$ cat src/rtl/uart_pkg.sv
// Shared types and constants for the UART instruction receiver.
// UART_RX_PARITY_EN selects the even-parity frame format.
package uart_pkg;

   localparam int CLKS_PER_BIT_50M_115200 = 434;

   typedef enum logic [2:0] {
      IDLE,
      START,
      DATA,
      PARITY,
      STOP,
      WAIT_HIGH
   } rx_state_e;

endpackage

$ cat src/rtl/uart_rx_fifo.sv
// First-word-fall-through buffer for received instructions.
// DEPTH must be a power of two so the pointers wrap on their own.
module uart_rx_fifo #(
   parameter int WIDTH = 15,
   parameter int DEPTH = 4
) (
   input  logic                       clk,
   input  logic                       reset,
   input  logic                       push_i,
   input  logic [WIDTH-1:0]           wdata_i,
   input  logic                       pop_i,
   output logic [WIDTH-1:0]           rdata_o,
   output logic                       full_o,
   output logic                       empty_o,
   output logic [$clog2(DEPTH):0]     count_o
);

   localparam int AW  = $clog2(DEPTH);
   localparam int FCW = AW + 1;

   logic [WIDTH-1:0] mem_q [DEPTH];
   logic [AW-1:0]    wr_ptr_q, wr_ptr_d;
   logic [AW-1:0]    rd_ptr_q, rd_ptr_d;
   logic [FCW-1:0]   count_q, count_d;
   logic             push_ok, pop_ok;

   assign full_o  = (count_q == FCW'(DEPTH));
   assign empty_o = (count_q == '0);
   assign count_o = count_q;
   assign rdata_o = empty_o ? '0 : mem_q[rd_ptr_q];

   // A pop frees the slot, so a push into a full buffer can still land.
   assign pop_ok  = pop_i && !empty_o;
   assign push_ok = push_i && (!full_o || pop_ok);

   always_comb begin
      wr_ptr_d = wr_ptr_q;
      rd_ptr_d = rd_ptr_q;
      count_d  = count_q;
      if (push_ok) wr_ptr_d = wr_ptr_q + 1'b1;
      if (pop_ok)  rd_ptr_d = rd_ptr_q + 1'b1;
      count_d = count_q + FCW'(push_ok) - FCW'(pop_ok);
   end

   always_ff @(posedge clk or posedge reset) begin
      if (reset) begin
         wr_ptr_q <= '0;
         rd_ptr_q <= '0;
         count_q  <= '0;
      end else begin
         wr_ptr_q <= wr_ptr_d;
         rd_ptr_q <= rd_ptr_d;
         count_q  <= count_d;
      end
   end

   always_ff @(posedge clk) begin
      if (push_ok) mem_q[wr_ptr_q] <= wdata_i;
   end

endmodule

$ cat src/rtl/uart_instruction_receiver.sv
// Serial instruction receiver: sync, framing FSM, FWFT buffer.
// UART_RX_PARITY_EN adds an even-parity bit and parity_error.
module uart_instruction_receiver
   import uart_pkg::*;
#(
   parameter int DATA_W       = 15,
   parameter int CLKS_PER_BIT = CLKS_PER_BIT_50M_115200,
   parameter int FIFO_DEPTH   = 4
) (
   input  logic                          clk,
   input  logic                          reset,
   input  logic                          rx,
   output logic [DATA_W-1:0]             instruction_out,
   output logic                          instruction_valid,
   input  logic                          instruction_accept,
   output logic                          frame_error,
`ifdef UART_RX_PARITY_EN
   output logic                          parity_error,
`endif
   output logic                          overflow,
   output logic [$clog2(FIFO_DEPTH):0]   fifo_count
);

   localparam int CW = $clog2(CLKS_PER_BIT);
   localparam int BW = $clog2(DATA_W + 1);
   localparam logic [CW-1:0] HALF_M1  = CW'(CLKS_PER_BIT / 2 - 1);
   localparam logic [CW-1:0] FULL_M1  = CW'(CLKS_PER_BIT - 1);
   localparam logic [BW-1:0] LAST_BIT = BW'(DATA_W - 1);

   logic [1:0]        sync_q;
   logic              rx_s;
   rx_state_e         state_q, state_d;
   logic [CW-1:0]     clk_cnt_q, clk_cnt_d;
   logic [BW-1:0]     bit_cnt_q, bit_cnt_d;
   logic [DATA_W-1:0] shift_q, shift_d;
   logic              push_q, push_d;
   logic              ferr_q, ferr_d;
   logic              tick_half, tick_full;
   logic              full, empty, pop;
`ifdef UART_RX_PARITY_EN
   logic              par_q, par_d;
   logic              perr_q, perr_d;
`endif

   assign rx_s      = sync_q[1];
   assign tick_half = (clk_cnt_q == HALF_M1);
   assign tick_full = (clk_cnt_q == FULL_M1);

   always_comb begin
      state_d   = state_q;
      clk_cnt_d = clk_cnt_q + 1'b1;
      bit_cnt_d = bit_cnt_q;
      shift_d   = shift_q;
      push_d    = 1'b0;
      ferr_d    = 1'b0;
`ifdef UART_RX_PARITY_EN
      par_d     = par_q;
      perr_d    = 1'b0;
`endif
      unique case (state_q)
         IDLE: begin
            clk_cnt_d = '0;
            bit_cnt_d = '0;
            if (!rx_s) state_d = START;
         end
         START: begin
            if (tick_half) begin
               clk_cnt_d = '0;
               state_d   = rx_s ? IDLE : DATA;
            end
         end
         DATA: begin
            if (tick_full) begin
               clk_cnt_d = '0;
               shift_d   = {rx_s, shift_q[DATA_W-1:1]};
               bit_cnt_d = bit_cnt_q + 1'b1;
               if (bit_cnt_q == LAST_BIT) begin
`ifdef UART_RX_PARITY_EN
                  state_d = PARITY;
`else
                  state_d = STOP;
`endif
               end
            end
         end
         PARITY: begin
            if (tick_full) begin
               clk_cnt_d = '0;
`ifdef UART_RX_PARITY_EN
               par_d     = rx_s;
`endif
               state_d   = STOP;
            end
         end
         STOP: begin
            if (tick_full) begin
               clk_cnt_d = '0;
               if (rx_s) begin
                  state_d = IDLE;
`ifdef UART_RX_PARITY_EN
                  if (par_q != ^shift_q) perr_d = 1'b1;
                  else                   push_d = 1'b1;
`else
                  push_d  = 1'b1;
`endif
               end else begin
                  // Bad stop bit: wait for the line to recover first.
                  ferr_d  = 1'b1;
                  state_d = WAIT_HIGH;
               end
            end
         end
         WAIT_HIGH: begin
            clk_cnt_d = '0;
            if (rx_s) state_d = IDLE;
         end
         default: begin
            clk_cnt_d = '0;
            state_d   = IDLE;
         end
      endcase
   end

   always_ff @(posedge clk or posedge reset) begin
      if (reset) begin
         sync_q    <= 2'b11;
         state_q   <= IDLE;
         clk_cnt_q <= '0;
         bit_cnt_q <= '0;
         shift_q   <= '0;
         push_q    <= 1'b0;
         ferr_q    <= 1'b0;
`ifdef UART_RX_PARITY_EN
         par_q     <= 1'b0;
         perr_q    <= 1'b0;
`endif
      end else begin
         sync_q    <= {sync_q[0], rx};
         state_q   <= state_d;
         clk_cnt_q <= clk_cnt_d;
         bit_cnt_q <= bit_cnt_d;
         shift_q   <= shift_d;
         push_q    <= push_d;
         ferr_q    <= ferr_d;
`ifdef UART_RX_PARITY_EN
         par_q     <= par_d;
         perr_q    <= perr_d;
`endif
      end
   end

   assign instruction_valid = !empty;
   assign pop               = instruction_valid && instruction_accept;
   assign overflow          = push_q && full && !pop;
   assign frame_error       = ferr_q;
`ifdef UART_RX_PARITY_EN
   assign parity_error      = perr_q;
`endif

   uart_rx_fifo #(
      .WIDTH (DATA_W),
      .DEPTH (FIFO_DEPTH)
   ) u_fifo (
      .clk     (clk),
      .reset   (reset),
      .push_i  (push_q),
      .wdata_i (shift_q),
      .pop_i   (pop),
      .rdata_o (instruction_out),
      .full_o  (full),
      .empty_o (empty),
      .count_o (fifo_count)
   );

endmodule

$ cat config.mk
export PLATFORM = sky130hd
export DESIGN_NAME = uart_instruction_receiver
export DESIGN_NICKNAME = d
export VERILOG_FILES = /design/src/rtl/uart_pkg.sv /design/src/rtl/uart_rx_fifo.sv /design/src/rtl/uart_instruction_receiver.sv
export SDC_FILE = /design/constraint.sdc
export NUM_CORES = 1
export LEC_CHECK = 0
export ABC_CLOCK_PERIOD_IN_PS = 2370
export BUFFER_PORTS_ARGS = -buffer_cell sky130_fd_sc_hd__buf_2
export CORE_AREA = 3 3 138 140
export CTS_CLUSTER_SIZE = 28
export DETAILED_ROUTE_END_ITERATION = 8
export DIE_AREA = 0 0 141 143
export SYNTH_ARGS = -nofsm -noshare
export SYNTH_HDL_FRONTEND = slang
export SYNTH_SLANG_ARGS = --single-unit
export TNS_END_PERCENT = 100
$ cat constraint.sdc
create_clock -name clk -period 2.37 [get_ports clk]
set_input_delay 0.1185 -clock clk [delete_from_list [all_inputs] [get_ports clk]]
set_output_delay 0.1185 -clock clk [all_outputs]
set_load 0.03 [all_outputs]
# ---- Yosys cells after proc, flatten, opt, wreduce, memory -nomap -nowiden
# Memories as Yosys holds them, arrays and structs flattened.
# Index checks and enable logic that the tools add are counted.
dict set report word_totals {
  ff_bits 42
  ram_bits 60
  output_inout_bits 21
  memories 1
  wordCells 73
}
dict set report classes {
  reduce_logical 16
  eq_ne 16
  n_mux 24
  addsub 6
}
# name depth word_bits rd rd_clocked_by_memory_dff write_ports line
set memory_table {}
lappend memory_table {u_fifo.mem_q 4 15 1 0 1 uart_rx_fifo.sv:21} ;# logic [WIDTH-1:0] mem_q [DEPTH];
# op count
set op_table {}
lappend op_table {{2-to-1 mux 3 bit} 8}
lappend op_table {{2-to-1 mux 9 bit} 2}
lappend op_table {{one-hot mux 3 bit (6 select lines)} 1}
lappend op_table {{one-hot mux 9 bit (2 select lines)} 1}
lappend op_table {{2-to-1 mux 15 bit} 1}
lappend op_table {{!= test 2 bit, second input constant} 7}
lappend op_table {{adder 9 x 1 -> 9 bit, second input constant} 1}
lappend op_table {{== test 3 bit, second input constant} 3}
lappend op_table {{== test 9 x 8 -> 1 bit, second input constant} 1}
lappend op_table {{== test 9 bit, second input constant} 1}
lappend op_table {{2-to-1 mux 1 bit} 8}
lappend op_table {{one-hot mux 4 bit (2 select lines)} 1}
lappend op_table {{AND reduction 7 bit} 1}
lappend op_table {{== test 3 x 2 -> 1 bit, second input constant} 2}
lappend op_table {{logical NOT 3 bit} 2}
lappend op_table {{logical AND 1 bit} 5}
lappend op_table {{adder 2 x 1 -> 2 bit, second input constant} 2}
lappend op_table {{adder 4 x 1 -> 4 bit, second input constant} 1}
lappend op_table {{== test 4 bit, second input constant} 1}
lappend op_table {{2-to-1 mux 4 bit} 1}
lappend op_table {{AND reduction 2 bit} 2}
lappend op_table {{adder 3 x 1 -> 3 bit} 1}
lappend op_table {{== test 3 x 1 -> 1 bit, second input constant} 1}
lappend op_table {{logical NOT 1 bit} 3}
lappend op_table {{other kinds (5)} 5}

# ---- Longest topological paths before layout
dict set report depth {
  word_depth 8
  ltp_mapped 10
}

# ---- Hierarchy
# From an unflattened synthesis, not the netlist that was laid out.
dict set report unflattened {
  hier_cells 269
  area_unflattened_um2 4276.6
}
# mod cells_each area_each_um2 n_inst
set by_module_without_submodules {}
lappend by_module_without_submodules {uart_rx_fifo 132 2698.8 1}
lappend by_module_without_submodules {uart_instruction_receiver 137 1577.8 1}

# ---- Least setup slack after synthesis
# OpenSTA, ideal clock, no wires.
dict set report synth_path {
  path_kind {flip-flop to flip-flop}
  from {register u_fifo.count_q[1] (netlist: u_fifo.count_o[1])}
  to {register u_fifo.count_q[2] (netlist: u_fifo.count_o[2])}
  setup_slack_ns -0.129
  setup_ns 0.137
  path_buffers 1
  arrival_ns 2.362
  stages_incl_launch_ff 11
  t_required_ns 2.233
  path_cell_list {dfrtp_1 -> or3_1 -> clkbuf_1 -> and2_1 -> ha_1 -> inv_1 -> ha_1 -> inv_1 -> fa_1 -> xnor2_1 -> xnor2_1}
}
dict set report synth_via {
  elab_chain_len 8
  elab_cells_between_ends 10
}
# item line
set synth_lines {}
lappend synth_lines {{from (decl)} uart_rx_fifo.sv:24} ;# logic [FCW-1:0] count_q, count_d;
lappend synth_lines {{from (signal assigned)} uart_rx_fifo.sv:53} ;# count_q <= count_d;
lappend synth_lines {{logical NOT 3 bit *} uart_rx_fifo.sv:28} ;# assign empty_o = (count_q == '0);
lappend synth_lines {{logical NOT 1 bit *} {uart_rx_fifo.sv:33, uart_instruction_receiver.sv:152}}
lappend synth_lines {{logical AND 1 bit} uart_instruction_receiver.sv:153} ;# assign pop = instruction_valid && instruction_accept;
lappend synth_lines {{logical AND 1 bit *} uart_rx_fifo.sv:33} ;# assign pop_ok = pop_i && !empty_o;
lappend synth_lines {{named net u_fifo.pop_ok} uart_rx_fifo.sv:25} ;# logic push_ok, pop_ok;
lappend synth_lines {{logical OR 1 bit} uart_rx_fifo.sv:34} ;# assign push_ok = push_i && (!full_o || pop_ok);
lappend synth_lines {{logical AND 1 bit} uart_rx_fifo.sv:34}
lappend synth_lines {{adder 3 x 1 -> 3 bit} uart_rx_fifo.sv:42} ;# count_d = count_q + FCW'(push_ok) - FCW'(pop_ok);
lappend synth_lines {{subtractor 3 x 1 -> 3 bit *} uart_rx_fifo.sv:42}
lappend synth_lines {{named net u_fifo.count_d[2]} uart_rx_fifo.sv:24}
# Mark *: on every way through the listed nets, which the timed path passes. The rest lies on a longest branch.
# A chain may end at the register's enable or synchronous reset.

# ---- Worst setup path after layout
dict set report layout_path {
  from {register u_fifo.count_q[2] (netlist: u_fifo.count_o[2])}
  to {register u_fifo.count_q[2] (netlist: u_fifo.count_o[2])}
}
# The elaborated chain is that of the path after synthesis.

==> qor.csv <==
stage;metric;value;unit
outcome;outcome;finished clean;
sta;worst_slew_pin_slew;0.554;ns
die;ios;25;
grt;antenna_found_initial;0;
sta;skew;0.00673;ns
sta;fin_crit;2.28;ns
sta;whs;0.116;ns
grt;groute.usage.overall;0.0799;
detailed_routing;drc;0;
setup_path;cpPeakStageDelay;0.43;ns
setup_path;critPathKind;reg2reg;
cts;cts.sink_count;102;
setup_path;cp-start-kind;flop;
synth;synth.avg_cell_area;14.2;um^2
cts;clockBufferDepth;2;
sta;clock.fmax;438;MHz
setup_path;arrival;2.53;ns
sta;finalMaxSlewViolations;0;
placed_design;place.detailed.hpwl;4710;um
setup_path;end_kind;flop;
sta;slew_headroom;0.630;
detailed_routing;detail_route.iter0.violations;116;
synth;synthDistinctLibCells;39;
power_and_ir_drop;power.internal;3.01;mW
setup_path;slowest_stage;dfrtp_2;
sta;finalCritPeriodShare;0.964;
synth;synth_edf_count;60;
layout;drive_gt1_frac;0.226;
synth;syn-num-nets;318;
grt;grt_overflow;0;
power_and_ir_drop;clockPowerShare;0.361;
synth;ys_seq_elements;102;
layout;post-route-util;0.281;
cts;clock_latency;0.33;ns
cts;htreeDepth;3;
die;chipWidth;141;um
die;rows;49;
grt;grt_pass1_vias;2473;
hold_path;hold_class;in2reg;
die;coreArea;18000;um^2
placed_design;place.gp.congestion;0.777;
layout;antennaDiodeCount;0;
layout;final_nets;351;
synth;yosys_warnings;0;
grt;grt_pass1_wl;12700;um
detailed_routing;postRouteAntennaNets;0;
layout;syn_to_final_growth;17.4;%
cts;cts_tree;done;
detailed_routing;drtPass1Iterations;4;
sta;hold_viol_final;0;
power_and_ir_drop;powerDensity;800;nW/um^2
power_and_ir_drop;power.total;4.03;mW
die;dieArea;20200;um^2
setup_path;worst-endpoint-required;2.61;ns
job;drv_cap;0;
power_and_ir_drop;seqPwrFrac;0.488;
power_and_ir_drop;ir_drop;0.395;mV
setup_path;critPathMaxFanout;4;
detailed_routing;vias_per_cell;4.10;
synth;postSynthCellCount;302;
synth;ys_seq_area_frac;0.665;
die;die_h;143;um
setup_path;crit_path_cell_trace;or3_1, and2_4, ha_1, inv_1, ha_1, inv_1, fa_2, xnor2_2, xnor2_1;
power_and_ir_drop;p_leak;2.18;nW
sta;setup_viol;0;
die;initial_utilization;0.239;
placed_design;port_buffers;24;
cts;clkTransAtPathRegs;0.07;ns
synth;synth_flop_cell;edfxtp_1;
grt;grt_max_degree;43;
cts;numCtsBuffers;9;
synth;syn_area;4290;um^2
power_and_ir_drop;comb_power_share;0.151;
cts;clock-root-buffer;clkbuf_16;
detailed_routing;vias;2335;
detailed_routing;drt-total-wl;7390;um
detailed_routing;routedWlPerCell;13.0;um
power_and_ir_drop;switching_share;0.254;
power_and_ir_drop;p_sw;1.02;mW
synth;async_reset_ff_frac;0.412;
[stage by stage]
step / setup WS [ns] / instance area (um^2) / TNS, ns / instances
4_1_cts: 0.0803 / 5030 / 0 / 569
3_5_place_dp: 0.105 / 4720 / 0 / 551
5_1_grt: -0.00618 / 5040 / -0.00618 / 569
3_3_place_gp: 0.192 / 4720 / 0 / 551
2_1_floorplan: 0.0376 / 4300 / 0 / 302
6_report: 0.0852 / 5040 / 0 / 569
[layout make-up]
cell class | instances | area [um^2]
clock buffer | 11 | 233
clock inverter | 5 | 66.3
fill | 1816 | 12900
inverter | 14 | 52.6
multi-input combinational | 171 | 1320
sequential | 102 | 2860
tap | 229 | 287
timing repair buffer | 37 | 223
[flip-flops by register name, indices dropped and copies added (netlist names)]
| signal | flops |
|---|---|
| u_fifo.mem_q | 60 |
| shift_q | 15 |
| clk_cnt_q | 9 |
| bit_cnt_q | 4 |
| state_q | 3 |
| u_fifo.count_o | 3 |
| sync_q | 2 |
| u_fifo.rd_ptr_q | 2 |
| u_fifo.wr_ptr_q | 2 |
| frame_error | 1 |
| push_q | 1 |
[cells in the final DEF (no fill, tap or decap), drive strengths merged]
cell         count
ha              11
dfrtp           40
or3              4
a21oi            2
nor3             3
nand4bb          2
dlygate4sd3      2
a22o             1
nand2           53
edfxtp          60
nor2b            4
mux2             1
nor4b            3
clkinvlp         1
nand4            1
inv             16
and2            21
nor3b            2
clkbuf          11
clkinv           1
bufinv           1
nand3b           1
o32a             1
fa               1
o2bb2ai          1
buf             35
xor2             2
nor2            14
xnor2           10
and4             1
a211oi           1
and3             2
mux4            15
nor4             1
dfstp            2
nand3            7
o21ai            5
a31oi            1
[cell families after synthesis]
kind of cell               synth area share
buffers and inverters                0.0300
xor gates and xnor gates             0.0245
AOI/OAI and AO/OA                    0.0195
adders and majority gates            0.0367
and+or+nand+nor                       0.143
muxes                                0.0813
DFF                                   0.665
[synth_stat cells (all sizes together), types with 2 or more instances]
master,instances,area (um^2)
nor2,14,52.6
nand3,7,35.0
xor2,2,17.5
edfxtp,60,1800
nor3,3,15.0
clkbuf,6,22.5
dfstp,2,52.6
nand2,53,199
dfrtp,40,1000
and3,2,12.5
ha,11,138
or3,4,25.0
xnor2,10,87.6
inv,14,52.6
o21ai,5,25.0
and2,21,131
nand4bb,2,22.5
buf,9,53.8
nor4b,3,47.5
nor2b,4,25.0
a21oi,2,10.0
nor3b,2,20.0
mux4,15,338
[final timing paths]
kind,startpoint,to,slack (ns),depth (start not counted)
max in group asynchronous,reset,u_fifo.count_o[0]$_DFF_PP0_,1.49,4
worst max register to register,u_fifo.count_o[2]$_DFF_PP0_,u_fifo.count_o[2]$_DFF_PP0_,0.09,9
worst min register to register,sync_q[0]$_DFF_PP1_,sync_q[1]$_DFF_PP1_,0.36,0
worst max-delay path,u_fifo.count_o[2]$_DFF_PP0_,u_fifo.count_o[2]$_DFF_PP0_,0.09,9
min in group asynchronous,reset,frame_error$_DFF_PP0_,0.46,4
worst min-delay path,instruction_accept,u_fifo.rd_ptr_q[0]$_DFFE_PP0P_,0.12,3
[power by group through the flow]
stage / Clock [mW] / Sequential (mW) / Combinational, mW
floorplan: 0 / 2.04 / 0.391
global placement: 0 / 1.99 / 0.590
detailed placement: 0 / 2.00 / 0.608
CTS: 1.50 / 1.97 / 0.614
global route: 1.59 / 1.98 / 0.673
finish: 1.46 / 1.97 / 0.607
[routing by layer]
layer	vias up	global-route usage	routed length [um]
li1	1126	-	-
met2	39	0.139	3780
met4	0	0.0275	80
met1	1166	0.0940	3260
met5	-	0	0
met3	4	0.0248	278
[critical path: cells and delay by family (launching register included)]
kind | cells | cell delay (ns)
adders and majority gates | 3 | 0.74
and+or+nand+nor | 2 | 0.58
DFF | 1 | 0.43
xor gates and xnor gates | 2 | 0.33
buffers and inverters | 2 | 0.11
[timing repair]
action	CTS	global route
resized for setup	0	1
setup buffers	0	0
hold endpoints to repair	41	0
hold buffers	2	0
endpoints found under the setup margin	0	1
Power figures use the tool's default switching activity.
